[src/rtl/buzzer_sequencer_pkg.sv]
// Shared definitions for the taximeter buzzer sequencer: state encodings,
// source codes and default note indices.
package buzzer_sequencer_pkg;

    typedef enum logic [2:0] {
        ST_IDLE    = 3'd0,
        ST_KEY     = 3'd1,
        ST_MEL_ON  = 3'd2,
        ST_MEL_GAP = 3'd3,
        ST_ALARM   = 3'd4
    } state_e;

    localparam logic [1:0] SRC_IDLE  = 2'b00;
    localparam logic [1:0] SRC_KEY   = 2'b01;
    localparam logic [1:0] SRC_MEL   = 2'b10;
    localparam logic [1:0] SRC_ALARM = 2'b11;

    localparam logic [3:0] KEY_NOTE_DEF     = 4'd3;
    localparam logic [3:0] ALARM_NOTE_A_DEF = 4'd3;
    localparam logic [3:0] ALARM_NOTE_B_DEF = 4'd8;
    localparam logic [3:0] LAST_STEP        = 4'd15;

    // Source code reported on the src output for a given state.
    function automatic logic [1:0] src_of(input state_e s);
        logic [1:0] code;
        case (s)
            ST_KEY:     code = SRC_KEY;
            ST_MEL_ON:  code = SRC_MEL;
            ST_MEL_GAP: code = SRC_MEL;
            ST_ALARM:   code = SRC_ALARM;
            default:    code = SRC_IDLE;
        endcase
        return code;
    endfunction

endpackage

[src/rtl/buzzer_sequencer_step_timer.sv]
// Loadable down-counter used to time note, gap, key-click and alarm phases.
// A load of N-1 followed by counting to zero gives a phase of exactly N cycles.
module step_timer #(
    parameter int CNT_W = 24
) (
    input  logic             clk,
    input  logic             rst_n,
    input  logic             load_i,
    input  logic             en_i,
    input  logic [CNT_W-1:0] load_val_i,
    output logic             zero_o
);

    logic [CNT_W-1:0] cnt_q;

    // Counter register: load has priority, otherwise count down and stick at zero.
    always_ff @(posedge clk or negedge rst_n) begin
        if (!rst_n) begin
            cnt_q <= {CNT_W{1'b0}};
        end else if (load_i) begin
            cnt_q <= load_val_i;
        end else if (en_i && (cnt_q != {CNT_W{1'b0}})) begin
            cnt_q <= cnt_q - {{(CNT_W-1){1'b0}}, 1'b1};
        end else begin
            cnt_q <= cnt_q;
        end
    end

    assign zero_o = (cnt_q == {CNT_W{1'b0}});

endmodule

[src/rtl/buzzer_sequencer.sv]
// Buzzer sequencer: arbitrates key-click, 16-step melody and two-tone alarm
// sources onto the tone generator enable / note index, with registered outputs.
module buzzer_sequencer
    import buzzer_sequencer_pkg::*;
#(
    parameter int         CNT_W        = 24,
    parameter int         NOTE_CYCLES  = 12_500_000,
    parameter int         GAP_CYCLES   = 1_250_000,
    parameter int         KEY_CYCLES   = 2_500_000,
    parameter int         ALARM_CYCLES = 6_250_000,
    parameter logic [3:0] KEY_NOTE     = KEY_NOTE_DEF,
    parameter logic [3:0] ALARM_NOTE_A = ALARM_NOTE_A_DEF,
    parameter logic [3:0] ALARM_NOTE_B = ALARM_NOTE_B_DEF
) (
    input  logic       clk,
    input  logic       rst,
    input  logic       req_key,
    input  logic       req_melody,
    input  logic       alarm_on,
    output logic       buz_enable,
    output logic [3:0] buz_data,
    output logic       busy,
    output logic       melody_done,
    output logic [1:0] src
);

    localparam logic [CNT_W-1:0] NOTE_LD  = CNT_W'(NOTE_CYCLES - 1);
    localparam logic [CNT_W-1:0] GAP_LD   = CNT_W'(GAP_CYCLES - 1);
    localparam logic [CNT_W-1:0] KEY_LD   = CNT_W'(KEY_CYCLES - 1);
    localparam logic [CNT_W-1:0] ALARM_LD = CNT_W'(ALARM_CYCLES - 1);

    state_e           state_q, state_d;
    logic [3:0]       step_q, step_d;
    logic             half_q, half_d;
    logic             pend_key_q, pend_key_d;
    logic             pend_melody_q, pend_melody_d;
    logic             done_d;
    logic             buz_enable_d, busy_d;
    logic [3:0]       buz_data_d;
    logic [1:0]       src_d;
    logic             tmr_load_s, tmr_zero_s;
    logic [CNT_W-1:0] tmr_val_s;
    logic             key_act_s, mel_act_s;

    assign key_act_s = req_key | pend_key_q;
    assign mel_act_s = req_melody | pend_melody_q;

    step_timer #(.CNT_W(CNT_W)) u_timer (
        .clk        (clk),
        .rst_n      (rst),
        .load_i     (tmr_load_s),
        .en_i       (1'b1),
        .load_val_i (tmr_val_s),
        .zero_o     (tmr_zero_s)
    );

    // Next-state logic: arbitration in IDLE, phase sequencing, alarm preemption.
    always_comb begin
        state_d       = state_q;
        step_d        = step_q;
        half_d        = half_q;
        pend_key_d    = 1'b0;   // a key click never waits: granted or discarded
        pend_melody_d = pend_melody_q | req_melody;
        done_d        = 1'b0;
        tmr_load_s    = 1'b0;
        tmr_val_s     = {CNT_W{1'b0}};
        case (state_q)
            ST_IDLE: begin
                if (alarm_on) begin
                    state_d    = ST_ALARM;
                    half_d     = 1'b0;
                    tmr_load_s = 1'b1;
                    tmr_val_s  = ALARM_LD;
                end else if (mel_act_s) begin
                    state_d       = ST_MEL_ON;
                    step_d        = 4'd0;
                    pend_melody_d = 1'b0;
                    tmr_load_s    = 1'b1;
                    tmr_val_s     = NOTE_LD;
                end else if (key_act_s) begin
                    state_d    = ST_KEY;
                    tmr_load_s = 1'b1;
                    tmr_val_s  = KEY_LD;
                end else begin
                    state_d = ST_IDLE;
                end
            end
            ST_KEY, ST_MEL_ON, ST_MEL_GAP: begin
                if (alarm_on) begin
                    // Preempted source is abandoned, melody restarts from step 0 later.
                    state_d    = ST_ALARM;
                    step_d     = 4'd0;
                    half_d     = 1'b0;
                    tmr_load_s = 1'b1;
                    tmr_val_s  = ALARM_LD;
                end else if (!tmr_zero_s) begin
                    state_d = state_q;
                end else if (state_q == ST_KEY) begin
                    state_d = ST_IDLE;
                end else if (state_q == ST_MEL_ON) begin
                    state_d    = ST_MEL_GAP;
                    tmr_load_s = 1'b1;
                    tmr_val_s  = GAP_LD;
                end else if (step_q == LAST_STEP) begin
                    state_d = ST_IDLE;
                    step_d  = 4'd0;
                    done_d  = 1'b1;
                end else begin
                    state_d    = ST_MEL_ON;
                    step_d     = step_q + 4'd1;
                    tmr_load_s = 1'b1;
                    tmr_val_s  = NOTE_LD;
                end
            end
            ST_ALARM: begin
                if (!alarm_on) begin
                    state_d = ST_IDLE;
                end else if (tmr_zero_s) begin
                    half_d     = ~half_q;
                    tmr_load_s = 1'b1;
                    tmr_val_s  = ALARM_LD;
                end else begin
                    state_d = ST_ALARM;
                end
            end
            default: begin
                state_d = ST_IDLE;
                step_d  = 4'd0;
                half_d  = 1'b0;
            end
        endcase
    end

    // Output decode from the next state so the registered outputs track the state.
    always_comb begin
        buz_enable_d = 1'b0;
        buz_data_d   = 4'd0;
        case (state_d)
            ST_KEY: begin
                buz_enable_d = 1'b1;
                buz_data_d   = KEY_NOTE;
            end
            ST_MEL_ON: begin
                buz_enable_d = 1'b1;
                buz_data_d   = step_d;
            end
            ST_MEL_GAP: begin
                buz_enable_d = 1'b0;
                buz_data_d   = step_d;
            end
            ST_ALARM: begin
                buz_enable_d = 1'b1;
                buz_data_d   = half_d ? ALARM_NOTE_B : ALARM_NOTE_A;
            end
            default: begin
                buz_enable_d = 1'b0;
                buz_data_d   = 4'd0;
            end
        endcase
        busy_d = (state_d != ST_IDLE);
        src_d  = src_of(state_d);
    end

    // State, pending flags and output registers.
    always_ff @(posedge clk or negedge rst) begin
        if (!rst) begin
            state_q       <= ST_IDLE;
            step_q        <= 4'd0;
            half_q        <= 1'b0;
            pend_key_q    <= 1'b0;
            pend_melody_q <= 1'b0;
            buz_enable    <= 1'b0;
            buz_data      <= 4'd0;
            busy          <= 1'b0;
            melody_done   <= 1'b0;
            src           <= 2'b00;
        end else begin
            state_q       <= state_d;
            step_q        <= step_d;
            half_q        <= half_d;
            pend_key_q    <= pend_key_d;
            pend_melody_q <= pend_melody_d;
            buz_enable    <= buz_enable_d;
            buz_data      <= buz_data_d;
            busy          <= busy_d;
            melody_done   <= done_d;
            src           <= src_d;
        end
    end

endmodule

[config.mk]
export PLATFORM = sky130hd
export DESIGN_NAME = buzzer_sequencer
export DESIGN_NICKNAME = d
export VERILOG_FILES = /design/src/rtl/buzzer_sequencer_pkg.sv /design/src/rtl/buzzer_sequencer_step_timer.sv /design/src/rtl/buzzer_sequencer.sv
export SDC_FILE = /design/constraint.sdc
export NUM_CORES = 1
export LEC_CHECK = 0
export BUFFER_PORTS_ARGS = -buffer_cell sky130_fd_sc_hd__buf_2
export CAP_MARGIN = 30
export CORE_ASPECT_RATIO = 0.7
export CORE_MARGIN = 4
export CORE_UTILIZATION = 60
export DETAILED_ROUTE_END_ITERATION = 8
export GPL_TIMING_DRIVEN = 0
export PLACE_DENSITY = 0.83
export REMOVE_ABC_BUFFERS = 1
export SLEW_MARGIN = 15
export SYNTH_ARGS = -nofsm -noshare
export SYNTH_HDL_FRONTEND = slang
export SYNTH_SLANG_ARGS = --single-unit
[constraint.sdc]
create_clock -name clk -period 7.71 [get_ports clk]
set_clock_uncertainty 0.05 [all_clocks]
set_input_delay 1.1565 -clock clk [delete_from_list [all_inputs] [get_ports clk]]
set_output_delay 1.1565 -clock clk [all_outputs]
set_load 0.05 [all_outputs]
Yosys cells after proc, flatten, opt, wreduce, memory -nomap -nowiden
Index checks and enable logic that the tools add are counted.
{"block": "word_totals", "output_inout_bits": 9, "reg_bits": 42, "in_bits": 5}
{"block": "op_classes", "add_sub_neg": 2, "muxes": 59, "n_reduce_logical": 9, "bitwise_logic": 2, "eq_ne": 9}
{"cell": "24-bit two-way mux", "n": 9}
{"cell": "24-bit case mux with 3 select lines", "n": 1}
{"cell": "23-bit two-way mux", "n": 2}
{"cell": "4-bit two-way mux", "n": 8}
{"cell": "24-bit logical NOT", "n": 1}
{"cell": "4-bit case mux with 3 select lines", "n": 2}
{"cell": "24-bit nonzero test", "n": 1}
{"cell": "24-bit by 1-bit subtractor with 24-bit output (second input constant)", "n": 1}
{"cell": "1-bit two-way mux", "n": 23}
{"cell": "22-bit two-way mux", "n": 1}
{"cell": "3-bit two-way mux", "n": 5}
{"cell": "3-bit by 2-bit == test with 1-bit output (second input constant)", "n": 4}
{"cell": "3-bit case mux with 3 select lines", "n": 1}
{"cell": "2-bit two-way mux", "n": 4}
{"cell": "3-bit by 1-bit == test with 1-bit output (second input constant)", "n": 2}
{"cell": "3-bit == test (second input constant)", "n": 2}
{"cell": "2-bit case mux with 3 select lines", "n": 1}
{"cell": "3-bit OR reduction", "n": 2}
{"cell": "4-bit by 1-bit adder with 4-bit output (second input constant)", "n": 1}
{"cell": "4-bit == test (second input constant)", "n": 1}
{"cell": "4-bit OR reduction", "n": 1}
{"cell": "3-bit logical NOT", "n": 1}
{"cell": "1-bit case mux with 3 select lines", "n": 1}
{"cell": "3-bit nonzero test", "n": 1}
{"cell": "5 further kinds", "n": 5}

Logic depth before layout (Yosys ltp)
Gate-level depths: netlist of the first run.
{"block": "logic_depth", "word_depth": 10, "depth_mapped": 9, "depth_no_buf": 8}

Cells and area by module
From an unflattened synthesis of the first run, not the netlist that was laid out.
{"block": "unflattened", "hier_cells": 287, "hier_area_um2": 2635.0}
{"module": "step_timer", "cells_per_inst": 173, "seq_area_each_um2": 600.6, "n_inst": 1, "area_per_inst_um2": 1546.5}
{"module": "buzzer_sequencer", "cells_per_inst": 114, "seq_area_each_um2": 450.4, "n_inst": 1, "area_per_inst_um2": 1088.5}

Worst setup path before layout of the first run
Ideal clock, no wire load.
{"block": "synth_path", "kind": "register to register", "startpoint": "register u_timer.cnt_q[0]", "endpoint": "register buz_data[0]", "setup_slack_ns": 5.100, "arrival_time_ns": 2.441, "required_ns": 7.541, "path_stages_with_launch": 9, "n_path_buf": 0, "setup_ns": 0.119, "cell_sequence": "dfrtp_1 inv_1 ha_1 nor3b_1 nand4_1 a2111oi_2 o21ai_1 a22o_1 a21bo_2"}
{"block": "synth_via", "word_cells_on_any_way": 19}
{"item": "from (decl)", "line_no": "buzzer_sequencer_step_timer.sv:14", "text": "logic [CNT_W-1:0] cnt_q;"}
{"item": "from (signal assigned)", "line_no": "buzzer_sequencer_step_timer.sv:19", "text": "cnt_q <= {CNT_W{1'b0}};"}
{"item": "from (signal assigned)", "line_no": "buzzer_sequencer_step_timer.sv:21", "text": "cnt_q <= load_val_i;"}
{"item": "from (signal assigned)", "line_no": "buzzer_sequencer_step_timer.sv:23", "text": "cnt_q <= cnt_q - {{(CNT_W-1){1'b0}}, 1'b1};"}
{"item": "24-bit logical NOT", "line_no": "buzzer_sequencer_step_timer.sv:29", "text": "assign zero_o = (cnt_q == {CNT_W{1'b0}});"}
{"item": "4-bit two-way mux", "line_no": "buzzer_sequencer.sv:96", "text": "end else if (!tmr_zero_s) begin"}
{"item": "4-bit two-way mux", "line_no": "buzzer_sequencer.sv:89", "text": "if (alarm_on) begin"}
{"item": "4-bit case mux with 3 select lines", "line_no": "buzzer_sequencer.sv:67", "text": "case (state_q)"}
{"item": "via step_d[0]", "line_no": "buzzer_sequencer.sv:33", "text": "logic [3:0] step_q, step_d;"}
{"item": "4-bit case mux with 3 select lines", "line_no": "buzzer_sequencer.sv:138", "text": "case (state_d)"}
{"item": "via buz_data_d[0]", "line_no": "buzzer_sequencer.sv:39", "text": "logic [3:0] buz_data_d;"}
{"item": "to (signal assigned)", "line_no": "buzzer_sequencer.sv:184", "text": "buz_data <= buz_data_d;"}
{"item": "to (decl)", "line_no": "buzzer_sequencer.sv:21", "text": "output logic [3:0] buz_data,"}
The timed path passes the listed nets, and every way through them passes these cells.
A chain may end at the register's enable or synchronous reset.

Worst setup path after layout of the first run
Ends and elaborated chain as after synthesis.

==> results of run 1 <==
==> worst max-delay path, cell delays in order (launching register included) <==
cell       delay (ns)
dfrtp_1          0.41
inv_1            0.08
ha_1             0.22
nor3b_1          0.60
nand4_1          0.43
a2111oi_2        0.69
o21ai_1          0.15
a22o_1           0.29
a21bo_2          0.22
==> kinds of logic after synthesis <==
logic type / Yosys count / share of synthesized area (%)
buffers and inverters: 18 / 3.30
adders and majority gates: 2 / 1.08
AOI/OAI and AO/OA: 63 / 19.0
xor gates and xnor gates: 19 / 7.19
DFF: 42 / 45.4
and+or+nand+nor: 109 / 24.0
==> flip-flops by register name, summed over array words and instances, names as in the netlist <==
| register | count |
|---|---|
| melody_done | 1 |
| state_q | 3 |
| busy | 1 |
| src | 2 |
| half_q | 1 |
| buz_data | 4 |
| buz_enable | 1 |
| step_q | 4 |
| u_timer.cnt_q | 24 |
| pend_melody_q | 1 |
==> stage by stage <==
stage / std cells / setup slack, ns / cell area, um^2 / power [mW]
2_1_floorplan: 244 / 4.93 / 2270 / 0.333
3_3_place_gp: 307 / 4.41 / 2400 / 0.357
3_5_place_dp: 308 / 4.55 / 2410 / 0.362
4_1_cts: 314 / 4.53 / 2490 / 0.500
5_1_grt: 315 / 4.21 / 2510 / 0.527
6_report: 315 / 4.48 / 2510 / 0.501
==> where the power goes <==
part           internal, mW  switching (mW)  total [mW]
logic                0.0357          0.0595      0.0952
clock network        0.0691          0.0711       0.140
registers             0.242          0.0238       0.266
total                 0.347           0.154       0.501
==> synth_stat cells, drive strengths merged, types with 3 or more instances <==
cell type,count
dfrtp,42
nand3,9
a31oi,3
nor4,7
xnor2,9
a22o,3
nor3,9
nor2,26
inv,9
nand4,4
o21ai,12
or2,6
and3,3
or3,6
a21boi,4
nand2,26
clkbuf,7
or4,5
a21o,4
a21oi,17
xor2,10
==> cell type report <==
| cell class | count | area share (%) |
|---|---|---|
| Clock buffer | 6 | 3.29 |
| Inverter | 9 | 1.35 |
| Multi-Input combinational cell | 193 | 47.3 |
| Sequential cell | 42 | 41.9 |
| Tap cell | 50 | 2.49 |
| Timing Repair Buffer | 15 | 3.69 |
==> routing by layer <==
layer  GRT usage (%)  vias to the layer above  part of all wire, %
met3            5.87                       18                   11
met1            38.1                      941                   46
met4            10.4                        0                  2.2
met5               0                        -                    0
li1                -                      936                    -
met2            33.9                      126                   41
==> worst paths after layout <==
kind                                       start          endpoint  slack (ns)  cells past startpoint
worst min-delay path            u_timer.cnt_q[1]  u_timer.cnt_q[1]        0.53                      2
worst min register to register  u_timer.cnt_q[1]  u_timer.cnt_q[1]        0.53                      2
worst max register to register  u_timer.cnt_q[0]       buz_data[0]        4.48                      8
max in group asynchronous                    rst       melody_done        6.45                      2
worst max-delay path            u_timer.cnt_q[0]       buz_data[0]        4.48                      8
min in group asynchronous                    rst              busy        0.70                      1
==> cells in the final DEF, fill, tap and decap left out, types with 7 or more instances in the layout <==
cell type,synthesis,final
a21oi_1,17,17
buf_2,1,13
dfrtp_1,42,42
inv_1,9,9
nand2_1,26,26
nand3_1,9,9
nor2_1,26,26
nor3_1,8,8
nor4_1,7,7
o21ai_0,10,10
xnor2_1,9,9
xor2_1,10,10
==> summary.md, run 1 <==
| Metric | Value |
|---|---|
| Crit-path max FO | 7 |
| Die Wd | 82.2 um |
| Setup_tns | 0 ns |
| Pwr dens | between 150 and 200 nW/um^2 |
| Number of max-cap violations | 0 |
| Max VDD drop | between 0.1 and 0.15 mV |
| Seq/Total Area, Yosys | a little under half |
| Mapped Area | 2310 um^2 |
| Vias in the first global route | about 1,800 |
| Drt wl/cell | between 15 and 20 um |
| Leak pwr | ~1.1 nW |
| Fin. Hold Viols | 0 |
| Mapped Cells | around 250 |
| Type of the tightest min-delay check | reg -> reg |
| Worst-margin pin slew | 0.791 ns |
| RSZ-0062 raised after global routing | false |
| Yosys top cell by area | dfrtp_1 |
| Async set or reset register ratio after synthesis | between 90% and 100% |
| GRT Overall Usage | between 20% and 30% |
| Initial antenna violation count | 0 |
| Clk pin slew, worst setup/hold paths | around 0.070 ns |
| Die Area | 4930 um^2 |
| Starting Density | a little under two thirds |
| Area of the multi-input gates | around 1200 um^2 |
| Vias per cell | roughly 6.4 |
| Worst-Skew Late Latency | 0.29 ns |
| TritonCTS Buffers | 5 |
| PortBufs | 13 |
| CTS tree | done |
| Yosys warnings | 0 |
| Pin count of the biggest net entering global routing | between 40 and 50 |
| Final period util | roughly two fifths |
| HPWL Detailed | between 3000 and 4000 um |
| Final core occ | between 60 and 70% |
| Layout Nets | approximately 270 |
| #FFs+latches synth | 42 |
| Startpoint Class | flip-flop |
| GP Congestion | roughly 0.87 |
| Top Ports | 14 |
| Vias | just over 2,000 |
| FILL cells | 292 |
| Max Root-Sink Buffers | 2 |
| Fin. max-slew vios | 0 |
| Layout cell share with drive strength beyond 1 | 12.5% |
| Average cell area after synthesis | between 9 and 10 um^2 |
| CTS root buf | clkbuf_8 |
| WL final | 5480 um |
| Library cells used by synthesis | 50 |
| DR pass1 iterations | 5 |
| Post_cts resized | 0 |
| Grt total ovfl | 0 |
| Maximum clock rate | between 300 and 400 MHz |
| Die height | between 50 and 60 um |
| # setup viols final | 0 |
| Top cells by area, synth | dfrtp_1, nand2_1, nor2_1, xor2_1, a21oi_1 |
| Post-CTS Setup Bufs | 0 |
| CP Data Arrival Time | 3.37 ns |
| Setup CP Type | reg -> reg |
| Outcome | finished clean |
| Worst Path Required | between 7 and 8 ns |
| Area delta synth->final | 8.44% |
| Post-route ant nets | 0 |
| Share of the synthesized area in the top cell type | a little under half |
| Slew headroom | ~47% |
| Worst hold slack | 0.530 ns |
| Primary FF master, synth | dfrtp_1 |
| First-pass GRT wire length | 9050 um |
| DRC errors left | 0 |
| H-tree lvl count | 2 |
| N_diodes | 0 |
| Core area | about 3600 um^2 |
| TritonCTS sink count | 42 |
| Drt first-iter violations | between 200 and 300 |
| Post-CTS Hold Fix Bufs | 0 |
| Rows | 18 |
| Min cycle time layout | about 3.2 ns |
| Register area | roughly 1100 um^2 |
| Post-synth EDFFs | 0 |
| CP Capture Type | flip-flop |
(Power assumes the default switching activity.)
==> run 2, diff against run 1 <==
==> constraint.sdc (replaced) <==
create_clock -name clk -period 3.2 [get_ports clk]
set_clock_uncertainty 0.05 [all_clocks]
set_input_delay 0.48 -clock clk [delete_from_list [all_inputs] [get_ports clk]]
set_output_delay 0.48 -clock clk [all_outputs]
set_load 0.05 [all_outputs]
==> summary.md, run 2 (synthesis gave the netlist of run 1 again) <==
| Metric | Value |
|---|---|
| Max VDD drop | 0.355 mV (was 0.145 mV) |
| Outcome | finished clean (unchanged) |
| Worst Path Required | 3.33 ns (was 7.84 ns) |
| Drt first-iter violations | 248 (was 276) |
| Top Ports | 14 (unchanged) |
| Pwr dens | 479 nW/um^2 (was 200 nW/um^2) |
| Core area | 3630 um^2 (unchanged) |
| # setup viols final | 0 (unchanged) |
| Worst hold slack | 0.0263 ns (was 0.530 ns) |
| Number of max-cap violations | 0 (unchanged) |
| WL final | 5570 um (was 5480 um) |
| Die Area | 4930 um^2 (unchanged) |
| Starting Density | 63.8% (unchanged) |
| GRT Overall Usage | 25.1% (unchanged) |
| CP top delay family | simple AND/OR/NAND/NOR gates (was compound AO/OA/AOI/OAI gates) |
| Total Power | 1.21 mW (was 501 uW) |
| Die height | 60.0 um (unchanged) |
| Post-route ant nets | 0 (unchanged) |
| Post-CTS Hold Fix Bufs | 0 (unchanged) |
| First-pass GRT wire length | 9050 um (unchanged) |
| Max Root-Sink Buffers | 2 (unchanged) |
| Vias per cell | 6.33 (was 6.42) |
| N_diodes | 0 (unchanged) |
| Die Wd | 82.2 um (unchanged) |
| PortBufs | 13 (unchanged) |
| RSZ-0062 raised after global routing | false (unchanged) |
| Fin. max-slew vios | 0 (unchanged) |
| Layout cell share with drive strength beyond 1 | 13.2% (was 12.5%) |
| Clk pin slew, worst setup/hold paths | 0.08 ns (was 0.07 ns) |
| Layout Nets | 273 (unchanged) |
| Leak pwr | 1.08 nW (about the same) |
| Area delta synth->final | 9.46% (was 8.44%) |
| Most frequent cells in the layout | dfrtp_1, nor2_1, nand2_1 (unchanged) |
| CTS root buf | clkbuf_8 (unchanged) |
| Grt total ovfl | 0 (unchanged) |
| Final period util | 93.4% (was 42.0%) |
| Met2 Wirelength | 2370 um (was 2260 um) |
| Drt wl/cell | 17.7 um (was 17.4 um) |
| Slowest CP cell | or3_1 (was a2111oi_2) |
| DRC errors left | 0 (unchanged) |
| H-tree lvl count | 2 (unchanged) |
| Largest stage delay, worst path | 0.57 ns (was 0.69 ns) |
| Rows | 18 (unchanged) |
| Initial antenna violation count | 0 (unchanged) |
| Met1 wire length | 2550 um (was 2520 um) |
| Fin worst setup slack | 0.211 ns (was 4.48 ns) |
| Top flop regs | u_timer.cnt_q x24, buz_data x4, step_q x4 (unchanged) |
| TritonCTS sink count | 42 (unchanged) |
| Critical-path cell list | nor4_1 -> nand4_1 -> or3_1 -> o2111ai_1 -> inv_1 -> a21bo_2 (was inv_1 -> ha_1 -> nor3b_1 -> nand4_1 -> a2111oi_2 -> o21ai_1 -> a22o_1 -> a21bo_2) |
| Largest register FFs | 24 (unchanged) |
| Fin. Hold Viols | 0 (unchanged) |
| Most common cell after layout, fill and taps aside | dfrtp_1 (unchanged) |
| Placed cells | 308 (unchanged) |
| Crit-path max FO | 8 (was 7) |
| GP Congestion | 0.873 (unchanged) |
| Setup CP Type | reg -> reg (unchanged) |
| CTS tree | done (unchanged) |
| Min cycle time layout | 2.99 ns (was 3.23 ns) |
| HPWL Detailed | 3950 um (unchanged) |
| Slew headroom | 46.9% (was 46.8%) |
| Vias in the first global route | 1,790 (unchanged) |
| Startpoint Class | flip-flop (unchanged) |
| Maximum clock rate | 335 MHz (was 309 MHz) |
| Fin cells | 315 (unchanged) |
| WL met3 | 563 um (was 577 um) |
| Most flops, register | u_timer.cnt_q (unchanged) |
| Setup_tns | 0 ns (unchanged) |
| Highest metal used | met4 (unchanged) |
| Type of the tightest min-delay check | in -> async (was reg -> reg) |
| Pin count of the biggest net entering global routing | 43 (unchanged) |
| Worst-Skew Late Latency | 0.29 ns (about the same) |
| Worst-margin pin slew | 0.791 ns (about the same) |
| CP Capture Type | flip-flop (unchanged) |
| Vias | 1,993 (was 2,021) |
| TritonCTS Buffers | 5 (unchanged) |
| CP Data Arrival Time | 3.12 ns (was 3.37 ns) |
| Worst Path Buf+Inv | 1 (unchanged) |
| DR pass1 iterations | 5 (unchanged) |
| Setup WS pre-CTS | 0.0423 ns (was 4.55 ns) |
run 2: worst paths after layout:
kind	from	endpoint	slack [ns]	cells after the start
max	u_timer.cnt_q[4]	buz_data[0]	0.21	6
min	rst	busy	0.03	1
max reg2reg	u_timer.cnt_q[4]	buz_data[0]	0.21	6
max in group asynchronous	rst	melody_done	2.62	2
min reg2reg	step_q[2]	step_q[2]	0.52	1
min in group clk	alarm_on	state_q[0]	0.47	2
run 2: layer usage:
metal | vias to the layer above | GRT usage [%]
met1 | 943 | 38.1
met3 | 10 | 5.87
met5 | - | 0
met2 | 108 | 33.9
li1 | 932 | -
met4 | 0 | 10.4
run 2: cell type report:
cell class / instances / area (um^2)
multi-input cells: 193 / 1210
fillers: 288 / 1090
flip-flops and latches: 42 / 1050
repair buffers: 15 / 92.6
clock buffers: 6 / 82.6
well taps: 50 / 62.6
inverters: 9 / 33.8
run 2: worst register-to-register path, stage by stage, from the launching register on:
cell,delay [ns]
dfrtp_1,0.45
nor4_1,0.56
nand4_1,0.33
or3_1,0.57
o2111ai_1,0.47
inv_1,0.22
a21bo_2,0.24
run 2: what timing repair did:
action,CTS,global route
setup buffers,0,0
endpoints found under the setup margin,0,17
endpoints found under the hold margin,0,0
resized for setup,0,3
run 2: report_power, final:
| part | leakage (nW) | switching (mW) | internal (mW) |
|---|---|---|---|
| clock network | 0.0431 | 0.171 | 0.166 |
| registers | 0.506 | 0.0602 | 0.584 |
| logic | 0.531 | 0.144 | 0.0864 |
run 2: metrics by stage:
| step | instance area (um^2) | util, % |
|---|---|---|
| 6_report | 2530 | 69.8 |
| 2_1_floorplan | 2270 | - |
| 5_1_grt | 2530 | 69.8 |
| 3_5_place_dp | 2410 | 66.4 |
| 4_1_cts | 2490 | 68.6 |
| 3_3_place_gp | 2400 | 66.1 |
